$ cat src/rtl/uart_pkg.sv
// Shared definitions for the UART transmitter: register map, STATUS bit
// positions and the transmit FSM state encoding.
package uart_pkg;

  localparam logic [3:0] ADDR_TXDATA = 4'h0;
  localparam logic [3:0] ADDR_STATUS = 4'h4;
  localparam logic [3:0] ADDR_DIV    = 4'h8;
  localparam logic [3:0] ADDR_IE     = 4'hC;

  localparam int ST_EMPTY   = 0;
  localparam int ST_FULL    = 1;
  localparam int ST_BUSY    = 2;
  localparam int ST_OVF     = 3;
  localparam int ST_CNT_LSB = 8;

  typedef enum logic [1:0] {
    TX_IDLE,
    TX_START,
    TX_DATA,
    TX_STOP
  } tx_state_t;

endpackage

$ cat src/rtl/sync_fifo.sv
// Single-clock FIFO with occupancy count; push when full and pop when empty
// are ignored, so callers may assert them unconditionally.
module sync_fifo #(
  parameter int DEPTH = 8,
  parameter int WIDTH = 8
) (
  input  logic                   clk,
  input  logic                   rst,
  input  logic                   push,
  input  logic                   pop,
  input  logic [WIDTH-1:0]       din,
  output logic [WIDTH-1:0]       dout,
  output logic                   full,
  output logic                   empty,
  output logic [$clog2(DEPTH):0] count
);

  localparam int AW = $clog2(DEPTH);

  logic [WIDTH-1:0] mem_q [DEPTH];
  logic [AW-1:0]    wr_ptr_q, wr_ptr_d, rd_ptr_q, rd_ptr_d;
  logic [AW:0]      count_q, count_d;
  logic             do_push, do_pop;

  assign full    = (count_q == (AW+1)'(DEPTH));
  assign empty   = (count_q == '0);
  assign do_push = push & ~full;
  assign do_pop  = pop & ~empty;
  assign dout    = mem_q[rd_ptr_q];
  assign count   = count_q;

  always_comb begin
    wr_ptr_d = wr_ptr_q;
    rd_ptr_d = rd_ptr_q;
    count_d  = count_q;
    if (do_push) wr_ptr_d = wr_ptr_q + AW'(1);
    if (do_pop)  rd_ptr_d = rd_ptr_q + AW'(1);
    case ({do_push, do_pop})
      2'b10:   count_d = count_q + (AW+1)'(1);
      2'b01:   count_d = count_q - (AW+1)'(1);
      default: count_d = count_q;
    endcase
  end

  always_ff @(posedge clk) begin
    if (rst) begin
      wr_ptr_q <= '0;
      rd_ptr_q <= '0;
      count_q  <= '0;
    end else begin
      wr_ptr_q <= wr_ptr_d;
      rd_ptr_q <= rd_ptr_d;
      count_q  <= count_d;
    end
  end

  always_ff @(posedge clk) begin
    if (do_push) mem_q[wr_ptr_q] <= din;
  end

endmodule

$ cat src/rtl/uart_tx.sv
// Memory-mapped 8N1 UART transmitter: TX FIFO, programmable baud divisor,
// sticky overflow flag and a level interrupt when the transmitter drains.
module uart_tx
  import uart_pkg::*;
#(
  parameter int FIFO_DEPTH = 8,
  parameter int DIV_WIDTH  = 16,
  parameter int RESET_DIV  = 434
) (
  input  logic        clk,
  input  logic        rst,
  input  logic        wr_en,
  input  logic        rd_en,
  input  logic [3:0]  addr,
  input  logic [31:0] wdata,
  output logic [31:0] rdata,
  output logic        txd,
  output logic        irq
);

  localparam int CW = $clog2(FIFO_DEPTH) + 1;

  logic [DIV_WIDTH-1:0] div_q, div_d, cnt_q, cnt_d, cnt_load;
  logic                 ie_q, ie_d, ovf_q, ovf_d, irq_q, irq_d;
  logic [31:0]          rdata_q, rdata_d, status;
  tx_state_t            state_q, state_d;
  logic                 txd_q, txd_d;
  logic [2:0]           bit_q, bit_d;
  logic [7:0]           sh_q, sh_d;

  logic                 wr_txdata, fifo_push, fifo_pop, ovf_set;
  logic                 fifo_full, fifo_empty, bit_end;
  logic [7:0]           fifo_dout;
  logic [CW-1:0]        fifo_count;
  logic                 unused_wdata;

  assign unused_wdata = ^wdata;

  assign wr_txdata = wr_en && (addr == ADDR_TXDATA);
  assign fifo_push = wr_txdata & ~fifo_full;
  assign ovf_set   = wr_txdata & fifo_full;

  sync_fifo #(.DEPTH(FIFO_DEPTH), .WIDTH(8)) u_fifo (
    .clk   (clk),
    .rst   (rst),
    .push  (fifo_push),
    .pop   (fifo_pop),
    .din   (wdata[7:0]),
    .dout  (fifo_dout),
    .full  (fifo_full),
    .empty (fifo_empty),
    .count (fifo_count)
  );

  always_comb begin
    status                   = '0;
    status[ST_EMPTY]         = fifo_empty;
    status[ST_FULL]          = fifo_full;
    status[ST_BUSY]          = (state_q != TX_IDLE);
    status[ST_OVF]           = ovf_q;
    status[ST_CNT_LSB +: 8]  = 8'(fifo_count);
  end

  always_comb begin
    div_d   = div_q;
    ie_d    = ie_q;
    ovf_d   = ovf_q;
    rdata_d = rdata_q;
    if (wr_en) begin
      case (addr)
        ADDR_DIV:    div_d = wdata[DIV_WIDTH-1:0];
        ADDR_IE:     ie_d  = wdata[0];
        ADDR_STATUS: if (wdata[ST_OVF]) ovf_d = 1'b0;
        default:     ;
      endcase
    end
    // A drop in the same cycle as the W1C keeps the flag set.
    if (ovf_set) ovf_d = 1'b1;
    if (rd_en) begin
      case (addr)
        ADDR_STATUS: rdata_d = status;
        ADDR_DIV:    rdata_d = 32'(div_q);
        ADDR_IE:     rdata_d = {31'b0, ie_q};
        default:     rdata_d = '0;
      endcase
    end
    irq_d = ie_q & fifo_empty & (state_q == TX_IDLE);
  end

  always_ff @(posedge clk) begin
    if (rst) begin
      div_q   <= DIV_WIDTH'(RESET_DIV);
      ie_q    <= 1'b0;
      ovf_q   <= 1'b0;
      rdata_q <= '0;
      irq_q   <= 1'b0;
    end else begin
      div_q   <= div_d;
      ie_q    <= ie_d;
      ovf_q   <= ovf_d;
      rdata_q <= rdata_d;
      irq_q   <= irq_d;
    end
  end

  // The divisor is sampled only when a bit starts, so DIV writes never
  // stretch or shorten the bit in flight. Zero behaves as one.
  assign cnt_load = (div_q == '0) ? '0 : div_q - DIV_WIDTH'(1);
  assign bit_end  = (cnt_q == '0);

  always_comb begin
    state_d  = state_q;
    txd_d    = txd_q;
    cnt_d    = cnt_q;
    bit_d    = bit_q;
    sh_d     = sh_q;
    fifo_pop = 1'b0;
    case (state_q)
      TX_IDLE: begin
        txd_d = 1'b1;
        if (!fifo_empty) begin
          fifo_pop = 1'b1;
          state_d  = TX_START;
          txd_d    = 1'b0;
          cnt_d    = cnt_load;
          sh_d     = fifo_dout;
        end
      end
      TX_START: begin
        if (bit_end) begin
          state_d = TX_DATA;
          txd_d   = sh_q[0];
          bit_d   = 3'd0;
          cnt_d   = cnt_load;
        end else begin
          cnt_d = cnt_q - DIV_WIDTH'(1);
        end
      end
      TX_DATA: begin
        if (bit_end) begin
          cnt_d = cnt_load;
          if (bit_q == 3'd7) begin
            state_d = TX_STOP;
            txd_d   = 1'b1;
          end else begin
            bit_d = bit_q + 3'd1;
            sh_d  = sh_q >> 1;
            txd_d = sh_q[1];
          end
        end else begin
          cnt_d = cnt_q - DIV_WIDTH'(1);
        end
      end
      TX_STOP: begin
        if (bit_end) begin
          if (!fifo_empty) begin
            fifo_pop = 1'b1;
            state_d  = TX_START;
            txd_d    = 1'b0;
            cnt_d    = cnt_load;
            sh_d     = fifo_dout;
          end else begin
            state_d = TX_IDLE;
            txd_d   = 1'b1;
          end
        end else begin
          cnt_d = cnt_q - DIV_WIDTH'(1);
        end
      end
      default: begin
        state_d = TX_IDLE;
        txd_d   = 1'b1;
      end
    endcase
  end

  always_ff @(posedge clk) begin
    if (rst) begin
      state_q <= TX_IDLE;
      txd_q   <= 1'b1;
      cnt_q   <= '0;
      bit_q   <= '0;
      sh_q    <= '0;
    end else begin
      state_q <= state_d;
      txd_q   <= txd_d;
      cnt_q   <= cnt_d;
      bit_q   <= bit_d;
      sh_q    <= sh_d;
    end
  end

  assign rdata = rdata_q;
  assign txd   = txd_q;
  assign irq   = irq_q;

endmodule

$ cat config.mk
export PLATFORM = sky130hd
export DESIGN_NAME = uart_tx
export DESIGN_NICKNAME = d
export VERILOG_FILES = /design/src/rtl/uart_pkg.sv /design/src/rtl/sync_fifo.sv /design/src/rtl/uart_tx.sv
export SDC_FILE = /design/constraint.sdc
export NUM_CORES = 1
export LEC_CHECK = 0
export BUFFER_PORTS_ARGS = -buffer_cell sky130_fd_sc_hd__clkbuf_2
export CAP_MARGIN = 20
export CORE_MARGIN = 1
export CORE_UTILIZATION = 45
export DETAILED_ROUTE_END_ITERATION = 7
export HOLD_SLACK_MARGIN = 0.03
export SETUP_SLACK_MARGIN = 0.2
export SYNTH_ARGS = -nofsm -noshare
export SYNTH_HDL_FRONTEND = slang
export SYNTH_SLANG_ARGS = --single-unit
$ cat constraint.sdc
create_clock -name clk -period 3.75 [get_ports clk]
set_input_delay 0.9375 -clock clk [delete_from_list [all_inputs] [get_ports clk]]
set_output_delay 0.9375 -clock clk [all_outputs]
set_load 0.05 [all_outputs]
# After elaboration in Yosys (flattened, before gate mapping)
# Memories as Yosys holds them, arrays and structs flattened. A register that Yosys moved wholly into a read port is not among the register bits.
# Index checks and enable logic that the tools add are counted.
# word_totals
ramBits	64
out_inout_bits	34
mem_count	1
ff_bits	91
elab_cells	106
in_bits	40
# memory_table
name	depth	width	rd	rd_ports_with_merged_regs	wr	line_no	source
u_fifo.mem_q	8	8	1	1	1	sync_fifo.sv:20	logic [WIDTH-1:0] mem_q [DEPTH];
# op_classes
eq_ne	16
addsub	7
n_reduce_logical	21
mux	40
bitwise	8
# ops
operator	n
case mux 16 bit (3 select lines)	2
two-way mux 16 bit	4
zero test 16 bit	2
two-way mux 8 bit	4
subtractor 16 x 1 -> 16 bit, second input constant	2
case mux 8 bit (3 select lines)	1
two-way mux 3 bit	5
two-way mux 1 bit	14
== test 4 bit, second input constant	3
!= test 2 bit, second input constant	6
nonzero test 2 bit	6
two-way mux 2 bit	5
adder 3 x 1 -> 3 bit, second input constant	3
zero test 4 bit	2
case mux 2 bit (4 select lines)	1
case mux 4 bit (2 select lines)	1
AND reduction 4 bit	2
bitwise AND 1 bit	6
== test 2 bit, second input constant	3
case mux 3 bit (2 select lines)	1
AND reduction 3 bit	2
AND reduction 5 bit	1
adder 4 x 1 -> 4 bit, second input constant	1
== test 2 x 1 -> 1 bit, second input constant	2
other kinds (11)	13

# Longest topological paths before layout
# Gate-level depths: netlist of the first run.
# depth
ltp_word	7
depth_mapped	13
ltp_nobuf	13

# By module
# A second synthesis of the first run with hierarchy kept.
# unflattened
hier_cells	679
area_unflattened_um2	7190.6
# modules_own_cells
module	area_per_inst_um2	seq_area_each_um2	instances	cells_per_inst
uart_tx	4038.9	1301.2	1	512
sync_fifo	3151.8	2182.1	1	167

# Worst setup path before layout of the first run
# No wires, ideal clock.
# synth_timing
path_kind	input port to flip-flop
from	input port addr[1]
to	register u_fifo.count_q[2], in the netlist u_fifo.count[2]
arrival_ns	3.274
path_buffers	0
setup_time_ns	0.071
path_slack_ns	0.406
required_ns	3.679
path_stages	11
cell_sequence	nor3b_1 > nor2b_1 > nor3b_1 > inv_1 > ha_1 > xor2_1 > ha_1 > a21oi_1 > xor2_1 > or3_1 > a21oi_1
# synth_via
elab_chain_len	6
elab_cells_between_ends	8
classes_between	eq/ne (2); mux (1); bitwise (2); reduce/logical (3)
# synth_lines
item	line_no	source
start, declared	uart_tx.sv:14	input logic [3:0] addr,
zero test 4 bit *	uart_tx.sv:39	assign wr_txdata = wr_en && (addr == ADDR_TXDATA);
logical AND 1 bit *	uart_tx.sv:39	
bitwise AND 1 bit *	uart_tx.sv:40	assign fifo_push = wr_txdata & ~fifo_full;
bitwise AND 1 bit *	sync_fifo.sv:27	assign do_push = push & ~full;
== test 2 x 1 -> 1 bit / == test 2 bit (equally long branches)	sync_fifo.sv:38	case ({do_push, do_pop})
case mux 4 bit (2 select lines) / nonzero test 2 bit (equally long branches)	n/a	
end signal, assigned	sync_fifo.sv:53	count_q <= count_d;
end, declared	sync_fifo.sv:22	logic [AW:0] count_q, count_d;
# Mark *: on every way between the ends. The rest lies on a longest branch, timed or not.
# A chain may end at the register's enable or synchronous reset.

# Worst setup path in the final report of the first run
# layout_timing
from	register cnt_q[0]
to	register u_fifo.count_q[2], in the netlist u_fifo.count[2]
# layout_via
elab_chain_len	6
elab_cells_between_ends	8
classes_between	eq/ne (2); mux (3); bitwise (1); reduce/logical (2)
# layout_lines
item	line_no	source
start, declared	uart_tx.sv:23	logic [DIV_WIDTH-1:0] div_q, div_d, cnt_q, cnt_d, cnt_load;
start signal, assigned	uart_tx.sv:187	cnt_q <= cnt_d;
zero test 16 bit *	uart_tx.sv:109	assign bit_end = (cnt_q == '0);
two-way mux 1 bit *	uart_tx.sv:155	if (bit_end) begin
case mux 1 bit (2 select lines) *	uart_tx.sv:118	case (state_q)
bitwise AND 1 bit *	sync_fifo.sv:28	assign do_pop = pop & ~empty;
== test 2 x 1 -> 1 bit / == test 2 bit (equally long branches)	sync_fifo.sv:38	
case mux 4 bit (2 select lines) / nonzero test 2 bit (equally long branches)	n/a	
# Marks and branches as above.

==> summary.md, run 1 <==
| Metric | Value |
|---|---|
| Worst-path clk slew | 0.07 ns |
| Vias in the first global route | 5468 |
| Flop-to-flop setup slack | 0.40 ns |
| Crit Path Max Fanout | 11 |
| Vias per Instance | 5.773 |
| RSZ-0062 raised after global routing | no |
| Die W | 128.7 µm |
| Die area | 0.01657 mm² |
| Initial antenna violation count | 0 |
| TritonCTS clock tree | built |
| Post-synth ARST share | 0 |
| CTS max path bufs | 2 |
| Area of the core | 0.01543 mm² |
| Setup bufs post-CTS | 0 |
| Worst-Skew Late Latency | 0.42 ns |
| DRT antenna net count | 0 |
| Area grow syn2layout | 14.16% |
| Worst min path class | flip-flop to flip-flop |
| Setup tns final | 0 ns |
| M1 WL | 8363 µm |
| Leak | 3.015 nW |
| Register bit count reported by yosys | 142 |
| Per-cell routed wire length | 17.85 µm |
| ANT cells | 0 |
| Maximum VDD drop | 0.0003901 V |
| Final setup vio count | 0 |
| H-tree depth | 4 |
| Max_slew headroom | 0.4028 |
| Sequential element share of the synthesized area | 0.4821 |
| Gr usage total | 0.2260 |
| Yosys cell types | 72 |
| Rows | 45 |
| CTS root buf | clkbuf_16 |
| Crit. End Element | flip-flop |
| DR WL met2 | 8184 µm |
| Total grt overflow | 0 |
| Drt first pass iters | 7 |
| Die height | 128.7 µm |
| Fill cells | 1385 |
| Final Max Slew Viols | 0 |
| Cell area after synthesis | 0.007226 mm² |
| Mapped Cells | 731 |
| Worst Path Arrival | 3.71 ns |
| Worst Tran Pin Value | 0.8876 ns |
| Most frequent cells in the layout | nor2_1 (78), dfxtp_1 (78), nand2_1 (75) |
| PortBufs | 41 |
| Clock Skews | 0.007030 ns |
| Largest net degree at the start of global routing | 37 |
| Startpoint Class | flip-flop |
| Layout cells sized above 1 | 0.1622 |
| Pwr Density | 757.2 mW/mm² |
| Min cycle time layout | 3.353 ns |
| Dominant synthesized flop cell | dfxtp_1 |
| Post-synth EDFFs | 64 |
| Clock sink total | 142 |
| Yosys warning count | 0 |
| Initial DRC count | 545 |
| GPL Wtd Cong | 0.9505 |
| Final wirelength | 17630 µm |
| CTS Buf Count | 17 |
| Worst path required time | 4.11 ns |
| Via count | 5704 |
| # IOs | 74 |
| First-pass GRT wire length | 28520 µm |
| Final #Nets | 819 |
| Fin crit share | 0.8941 |
| Tot Pwr | 6.247 mW |
| Max Cap Viol | 0 |
| Critical setup path kind | flip-flop to flip-flop |
| HPWL after DPL | 12150 µm |
| Status | completed |
| Initial Util | 0.4684 |
| FMAX | 0.2983 GHz |
| Max layer used | met4 |
| DRC viols | 0 |
| DR WL met3 | 795 µm |
| Mapped Avg Cell Area | 9.885 µm² |
| Final Hold Viols | 0 |
[flip-flops by register name, indices dropped and copies added, names as in the netlist, 2 cells and up, named ones only]
name and count:
u_fifo.mem_q 64, cnt_q 16, bit_q 3, u_fifo.wr_ptr_q 3
sh_q 8, div_q 16, state_q 2, rdata 16
u_fifo.count 4, u_fifo.rd_ptr_q 3
[routing by layer]
metal / vias to the layer above / global-route usage
met5: - / 0
met4: 0 / 0.08858
met3: 28 / 0.03659
met2: 193 / 0.3596
met1: 2790 / 0.3096
li1: 2693 / -
[final timing paths]
path / cells past startpoint / start / end
setup / recovery: 13 / cnt_q[0] / u_fifo.count[2]
hold / removal: 2 / bit_q[2] / bit_q[2]
setup reg to reg: 13 / cnt_q[0] / u_fifo.count[2]
hold reg to reg: 2 / bit_q[2] / bit_q[2]
[area by class of cell]
type                       count  area [µm²]  share of cell area
sequential                   142        3483              0.4223
multi-input combinational    525        3426              0.4153
clock buffer                  17       425.4             0.05157
timing repair buffer          62       362.8             0.04399
tap                          211       264.0             0.03200
clock inverter                15       227.7             0.02760
inverter                      16       60.06            0.007280
[what timing repair did]
action	4_1_cts	5_1_grt
endpoints found under the setup margin	0	1
resized for setup	0	1
hold buffers	0	0
[critical path, stage by stage (launching register included)]
cell,delay [ns]
dfxtp_1,0.36
inv_1,0.07
ha_1,0.18
or4b_4,0.57
nor4_4,0.33
a21oi_1,0.18
nor3_2,0.28
ha_2,0.32
xor2_1,0.17
ha_1,0.16
a21oi_1,0.05
xor2_1,0.17
or3_1,0.31
a21oi_1,0.14
[synth_stat cells (13+ instances only)]
| cell type | count | area (µm²) |
|---|---|---|
| mux4_2 | 16 | 360.4 |
| edfxtp_1 | 64 | 1922 |
| nand3_1 | 13 | 65.06 |
| nor3_1 | 13 | 65.06 |
| nor2_1 | 78 | 292.8 |
| clkbuf_1 | 35 | 131.4 |
| nand2_1 | 75 | 281.5 |
| o21ai_0 | 37 | 185.2 |
| buf_4 | 16 | 120.1 |
| nor2b_1 | 21 | 131.4 |
| a21oi_1 | 69 | 345.3 |
| mux2i_1 | 25 | 250.2 |
| ha_1 | 15 | 187.7 |
| inv_1 | 15 | 56.30 |
| dfxtp_1 | 78 | 1562 |
[where the power goes]
group / switching (mW) / leakage [nW] / total, mW / internal [mW]
clock: 0.715 / 0.309 / 1.85 / 1.14
combinational: 1.53 / 1.50 / 2.50 / 0.972
sequential: 0.152 / 1.21 / 1.89 / 1.74
[metrics by stage]
step | area [µm²] | util | instances | setup slack [ns] | hold slack (ns)
after floorplan | 7282 | - | 746 | 0.4057 | 0.4356
after global placement | 7594 | 0.4922 | 956 | 0.4689 | 0.4425
after detailed placement | 7594 | 0.4922 | 956 | 0.4102 | 0.4562
after CTS | 8247 | 0.5346 | 988 | 0.4253 | 0.4659
after global routing | 8249 | 0.5347 | 988 | 0.2142 | 0.4965
final | 8249 | 0.5347 | 988 | 0.3971 | 0.4682
[cells by family after synthesis]
logic type | share of synthesized area
mux | 0.08606
xor+xnor | 0.02424
flops | 0.4821
compound gates | 0.1470
simple gates | 0.1813
buf+inv | 0.05281
other cells | 0.0005190
fa+ha+maj | 0.02597
(Power assumes the default switching activity.)
==> run 2: changes to the inputs <==
--- a/config.mk
+++ b/config.mk
@@ -8,9 +8,10 @@
 export BUFFER_PORTS_ARGS = -buffer_cell sky130_fd_sc_hd__clkbuf_2
 export CAP_MARGIN = 20
 export CORE_MARGIN = 1
-export CORE_UTILIZATION = 45
+export CORE_UTILIZATION = 55
 export DETAILED_ROUTE_END_ITERATION = 7
 export HOLD_SLACK_MARGIN = 0.03
+export PLACE_DENSITY = 0.75
 export SETUP_SLACK_MARGIN = 0.2
 export SYNTH_ARGS = -nofsm -noshare
 export SYNTH_HDL_FRONTEND = slang
==> summary.md, run 2 (synthesis gave the netlist of run 1 again) <==
| Metric | Value |
|---|---|
| Clock sink total | 142 (unchanged) |
| First-pass GRT wire length | 26180 µm (was 28520 µm) |
| Setup bufs post-CTS | 0 (unchanged) |
| Leak | 2.987 nW (was 3.015 nW) |
| Die W | 116.6 µm (was 128.7 µm) |
| Initial antenna violation count | 0 (unchanged) |
| Largest net degree at the start of global routing | 42 (was 37) |
| Area grow syn2layout | 12.55% (was 14.16%) |
| PortBufs | 41 (unchanged) |
| Area of the core | 0.01272 mm² (was 0.01543 mm²) |
| Worst path required time | 4.09 ns (was 4.11 ns) |
| Initial DRC count | 524 (was 545) |
| Startpoint Class | flip-flop (unchanged) |
| CTS max path bufs | 2 (unchanged) |
| Critical setup path kind | flip-flop to flip-flop (unchanged) |
| Crit. End Element | flip-flop (unchanged) |
| Worst-Skew Late Latency | 0.43 ns (was 0.42 ns) |
| Register area | 0.003483 mm² (unchanged) |
| Initial Util | 0.5680 (was 0.4684) |
| Fin crit share | 0.8987 (was 0.8941) |
| Final #Nets | 816 (was 819) |
| Final wirelength | 16450 µm (was 17630 µm) |
| Pre-CTS WS | 0.3396 ns (was 0.4102 ns) |
| Via count | 5605 (was 5704) |
| Rows | 41 (was 45) |
| Worst Path Arrival | 3.71 ns (about the same) |
| Number of flip-flops under the largest register name | 64 (unchanged) |
| Vias in the first global route | 5253 (was 5468) |
| Die area | 0.01360 mm² (was 0.01657 mm²) |
| RSZ-0062 raised after global routing | no (unchanged) |
| Cell area after placement | 0.007522 mm² (was 0.007594 mm²) |
| Fill cells | 1021 (was 1385) |
| Largest reg by FF count | u_fifo.mem_q (unchanged) |
| FMAX | 0.2967 GHz (was 0.2983 GHz) |
| Pwr Density | 743.7 mW/mm² (was 757.2 mW/mm²) |
| CTS Buf Count | 17 (unchanged) |
| DRT antenna net count | 0 (unchanged) |
| Layout cells sized above 1 | 0.1563 (was 0.1622) |
| Final Hold Viols | 0 (unchanged) |
| Worst min path class | flip-flop to flip-flop (unchanged) |
| GPL Wtd Cong | 0.9547 (was 0.9505) |
| Gr usage total | 0.2571 (was 0.2260) |
| Area of the multi-input gates | 0.003426 mm² (unchanged) |
| Crit Path Max Fanout | 11 (unchanged) |
| # IOs | 74 (unchanged) |
| Die height | 116.6 µm (was 128.7 µm) |
| Worst Tran Pin Value | 0.9813 ns (was 0.8876 ns) |
| Per-cell routed wire length | 17.39 µm (was 17.85 µm) |
| Final setup vio count | 0 (unchanged) |
| Worst-path clk slew | 0.07 ns (about the same) |
| Slack of the critical path | 0.3799 ns (was 0.3971 ns) |
| Fin area | 0.008133 mm² (was 0.008249 mm²) |
| Total grt overflow | 0 (unchanged) |
| Final core occ | 0.6393 (was 0.5347) |
| Maximum VDD drop | 0.0004345 V (was 0.0003901 V) |
| Most frequent cells in the layout | nor2_1 (78), dfxtp_1 (78), nand2_1 (75) (unchanged) |
| Max_slew headroom | 0.3458 (was 0.4028) |
| Setup tns final | 0 ns (unchanged) |
| Status | completed (unchanged) |
| Vias per Instance | 5.925 (was 5.773) |
| Final Max Slew Viols | 0 (unchanged) |
| Clock Skews | 0.006385 ns (was 0.007030 ns) |
| CTS root buf | clkbuf_16 (unchanged) |
| HPWL after DPL | 11380 µm (was 12150 µm) |
| DRC viols | 0 (unchanged) |
| Drt first pass iters | 8 (was 7) |
| Max Cap Viol | 0 (unchanged) |
| TritonCTS clock tree | built (unchanged) |
| Min cycle time layout | 3.370 ns (was 3.353 ns) |
| ANT cells | 0 (unchanged) |
| H-tree depth | 4 (unchanged) |
-- run 2: repair_timing --
item                                    in CTS  in global routing
hold buffers                                 0                  0
resized for setup                            0                  1
endpoints found under the setup margin       0                  1
-- run 2: power by group --
group | internal, mW | total (mW) | switching (mW)
combinational | 0.944 | 2.44 | 1.50
clock | 1.01 | 1.72 | 0.712
sequential | 1.74 | 1.89 | 0.149
-- run 2: final cells by class --
type,instances,share of cell area
Tap cell,172,0.02646
Sequential cell,142,0.4283
Clock buffer,17,0.05231
Inverter,16,0.007385
Timing Repair Buffer,59,0.04185
Clock inverter,15,0.02246
Multi-Input combinational cell,525,0.4212
-- run 2: metal layers --
| layer | up-vias | track usage | wire length [µm] |
|---|---|---|---|
| met5 | - | 0 | 0 |
| met2 | 207 | 0.4201 | 7794 |
| met4 | 0 | 0.09789 | 283 |
| met3 | 36 | 0.05293 | 993 |
| li1 | 2701 | - | - |
| met1 | 2661 | 0.3379 | 7380 |
-- run 2: worst max-delay path, cell delays in order, from the launching register on --
cell	delay, ns
dfxtp_1	0.35
inv_1	0.07
ha_1	0.18
or4b_4	0.56
nor4_4	0.32
a21oi_1	0.19
nor3_2	0.27
ha_2	0.32
xor2_1	0.16
ha_1	0.16
a21oi_1	0.05
xor2_1	0.17
or3_1	0.33
a21oi_1	0.15
-- run 2: worst paths after layout --
| path | from | endpoint | slack (ns) | cells after the start |
|---|---|---|---|---|
| worst max-delay path | cnt_q[0] | u_fifo.count[2] | 0.38 | 13 |
| worst min-delay path | bit_q[1] | bit_q[1] | 0.47 | 2 |
| worst max register to register | cnt_q[0] | u_fifo.count[2] | 0.38 | 13 |
| worst min register to register | bit_q[1] | bit_q[1] | 0.47 | 2 |
-- run 2: through the flow --
stage	total power [mW]	hold slack, ns	std cells
finish	6.048	0.4715	946
global route	6.384	0.5040	946
CTS	6.022	0.4702	946
detailed placement	4.298	0.4618	914
global placement	4.222	0.4426	914
floorplan	3.861	0.4356	746
==> run 3: changes to the inputs <==
--- a/config.mk
+++ b/config.mk
@@ -7,6 +7,7 @@
 export LEC_CHECK = 0
 export BUFFER_PORTS_ARGS = -buffer_cell sky130_fd_sc_hd__clkbuf_2
 export CAP_MARGIN = 20
+export CORE_ASPECT_RATIO = 0.6
 export CORE_MARGIN = 1
 export CORE_UTILIZATION = 55
 export DETAILED_ROUTE_END_ITERATION = 7
==> summary.md, run 3 (synthesis gave the netlist of run 1 again) <==
| Metric | Value |
|---|---|
| Final wirelength | 17620 µm (was 16450 µm) |
| Comb pwr share | 0.417 (was 0.404) |
| Area of the multi-input gates | 0.003423 mm² (was 0.003426 mm²) |
| Fill cells | 1022 (was 1021) |
| Hold path cells | 2 (unchanged) |
| Final Max Slew Viols | 0 (unchanged) |
| Setup bufs post-CTS | 0 (unchanged) |
| Final core occ | 0.6308 (was 0.6393) |
| Sw Share | 0.4033 (was 0.3904) |
| Max stage delay on crit path | 0.56 ns (about the same) |
| Total grt overflow | 0 (unchanged) |
| # IOs | 74 (unchanged) |
| FMAX | 0.2968 GHz (was 0.2967 GHz) |
| Maximum VDD drop | 0.0003907 V (was 0.0004345 V) |
| Cts repair resizes | 0 (unchanged) |
| Critical setup path kind | flip-flop to flip-flop (unchanged) |
| Startpoint Class | flip-flop (unchanged) |
| Fin crit share | 0.8984 (was 0.8987) |
| Worst Tran Pin Value | 0.9424 ns (was 0.9813 ns) |
| Layout cells sized above 1 | 0.1574 (was 0.1563) |
| Initial DRC count | 565 (was 524) |
| Worst path required time | 4.10 ns (was 4.09 ns) |
| Drt first pass iters | 5 (was 8) |
| Leak | 2.968 nW (was 2.987 nW) |
| HPWL after DPL | 11950 µm (was 11380 µm) |
| Final #Nets | 817 (was 816) |
| Initial antenna violation count | 0 (unchanged) |
| R2R depth | 13 (unchanged) |
| Die height | 90.79 µm (was 116.6 µm) |
| Gr usage total | 0.2720 (was 0.2571) |
| Register area | 0.003483 mm² (unchanged) |
| DRC viols | 0 (unchanged) |
| Rows | 32 (was 41) |
| CP Cell Sequence | inv_1 > ha_1 > or4b_4 > nor4_4 > a21oi_1 > nor3_2 > ha_1 > xor2_1 > ha_1 > a21oi_1 > xor2_1 > or3_1 > a21oi_1 (was inv_1 > ha_1 > or4b_4 > nor4_4 > a21oi_1 > nor3_2 > ha_2 > xor2_1 > ha_1 > a21oi_1 > xor2_1 > or3_1 > a21oi_1) |
| Vias per Instance | 6.076 (was 5.925) |
| Largest reg by FF count | u_fifo.mem_q (unchanged) |
| CTS max path bufs | 2 (unchanged) |
| Worst min path class | flip-flop to flip-flop (unchanged) |
| CTS root buf | clkbuf_16 (unchanged) |
| Fin area | 0.008082 mm² (was 0.008133 mm²) |
| Min cycle time layout | 3.369 ns (was 3.370 ns) |
| CTS Buf Count | 17 (unchanged) |
| Max Cap Viol | 0 (unchanged) |
| Final setup vio count | 0 (unchanged) |
| DRT antenna net count | 0 (unchanged) |
| Worst Path Arrival | 3.72 ns (was 3.71 ns) |
| Max_slew headroom | 0.3717 (was 0.3458) |
| Final Hold Viols | 0 (unchanged) |
| H-tree depth | 4 (unchanged) |
| Area grow syn2layout | 11.84% (was 12.55%) |
| Crit. End Element | flip-flop (unchanged) |
| First-pass GRT wire length | 27990 µm (was 26180 µm) |
| Vias in the first global route | 5242 (was 5253) |
| Crit Path Max Fanout | 11 (unchanged) |
| Cell area after placement | 0.007527 mm² (was 0.007522 mm²) |
| Int Pwr | 3.568 mW (was 3.687 mW) |
| Sequential share of power | 0.316 (was 0.312) |
| Per-cell routed wire length | 18.63 µm (was 17.39 µm) |
| Worst-path clk slew | 0.06 ns (was 0.07 ns) |
| Clock sink total | 142 (unchanged) |
| Die W | 150.0 µm (was 116.6 µm) |
| Initial Util | 0.5640 (was 0.5680) |
| Clock power frac | 0.267 (was 0.284) |
| Worst-Skew Late Latency | 0.43 ns (about the same) |
| GPL Wtd Cong | 0.9418 (was 0.9547) |
| Largest net degree at the start of global routing | 37 (was 42) |
| NetSw | 2.412 mW (was 2.361 mW) |
| Area of the core | 0.01281 mm² (was 0.01272 mm²) |
| Pwr Density | 740.0 mW/mm² (was 743.7 mW/mm²) |
| Clock Skews | 0.01254 ns (was 0.006385 ns) |
| PortBufs | 41 (unchanged) |
| Die area | 0.01362 mm² (was 0.01360 mm²) |
| Via count | 5748 (was 5605) |
| Setup tns final | 0 ns (unchanged) |
| Number of flip-flops under the largest register name | 64 (unchanged) |
| CP max-delay cell | or4b_4 (unchanged) |
| CTS Hold Bufs | 0 (unchanged) |
| Most frequent cells in the layout | nor2_1 (78), dfxtp_1 (78), nand2_1 (75) (unchanged) |
| RSZ-0062 raised after global routing | no (unchanged) |
| Status | completed (unchanged) |
| TritonCTS clock tree | built (unchanged) |
| Fin Hold WS | 0.4613 ns (was 0.4715 ns) |
run 3: cell count changes in the layout (fill, tap and decap cells not counted), moves of 2 or more:
cell and change:
inv_6 +4, bufinv_16 -2, clkinv_1 -2, clkinv_2 +2
clkinv_4 -2
run 3: per-layer routing:
metal,vias up,global-route usage,wire [µm]
met3,14,0.06313,1486
li1,2690,-,-
met1,2787,0.4167,8516
met4,0,0.07492,127
met2,257,0.3796,7493
met5,-,0,0
run 3: power by group through the flow:
stage,sequential (mW),combinational [mW],clock (mW)
global placement,1.91,2.33,0
CTS,1.89,2.43,1.61
finish,1.89,2.49,1.60
global route,1.91,2.70,1.67
detailed placement,1.92,2.40,0
floorplan,1.87,1.99,0
run 3: stage by stage:
| step | power (mW) | instances | setup slack, ns |
|---|---|---|---|
| final | 5.980 | 946 | 0.3809 |
| after global routing | 6.284 | 945 | 0.2170 |
| after CTS | 5.925 | 945 | 0.4238 |
| after detailed placement | 4.313 | 913 | 0.3828 |
| after global placement | 4.237 | 913 | 0.5015 |
| after floorplan | 3.861 | 746 | 0.4057 |
run 3: final timing paths:
| kind | end | from | slack, ns |
|---|---|---|---|
| hold / removal | bit_q[1] | bit_q[1] | 0.46 |
| setup reg to reg | u_fifo.count[2] | cnt_q[0] | 0.38 |
| hold reg to reg | bit_q[1] | bit_q[1] | 0.46 |
| setup / recovery | u_fifo.count[2] | cnt_q[0] | 0.38 |
run 3: critical path: cells and delay by family (launching register included):
family	cells	cell delay [ns]
AOI/OAI and AO/OA	3	0.40
xor gates and xnor gates	2	0.36
adders and majority gates	3	0.67
buffers and inverters	1	0.07
DFF	1	0.35
and+or+nand+nor	4	1.45
run 3: final cells by class:
type	instances	area share
flip-flops and latches	142	0.4310
multi-input cells	525	0.4236
clock buffers	18	0.05310
repair buffers	60	0.04304
well taps	170	0.02632
clock inverters	14	0.01517
inverters	16	0.007431
diodes	1	0.0003096
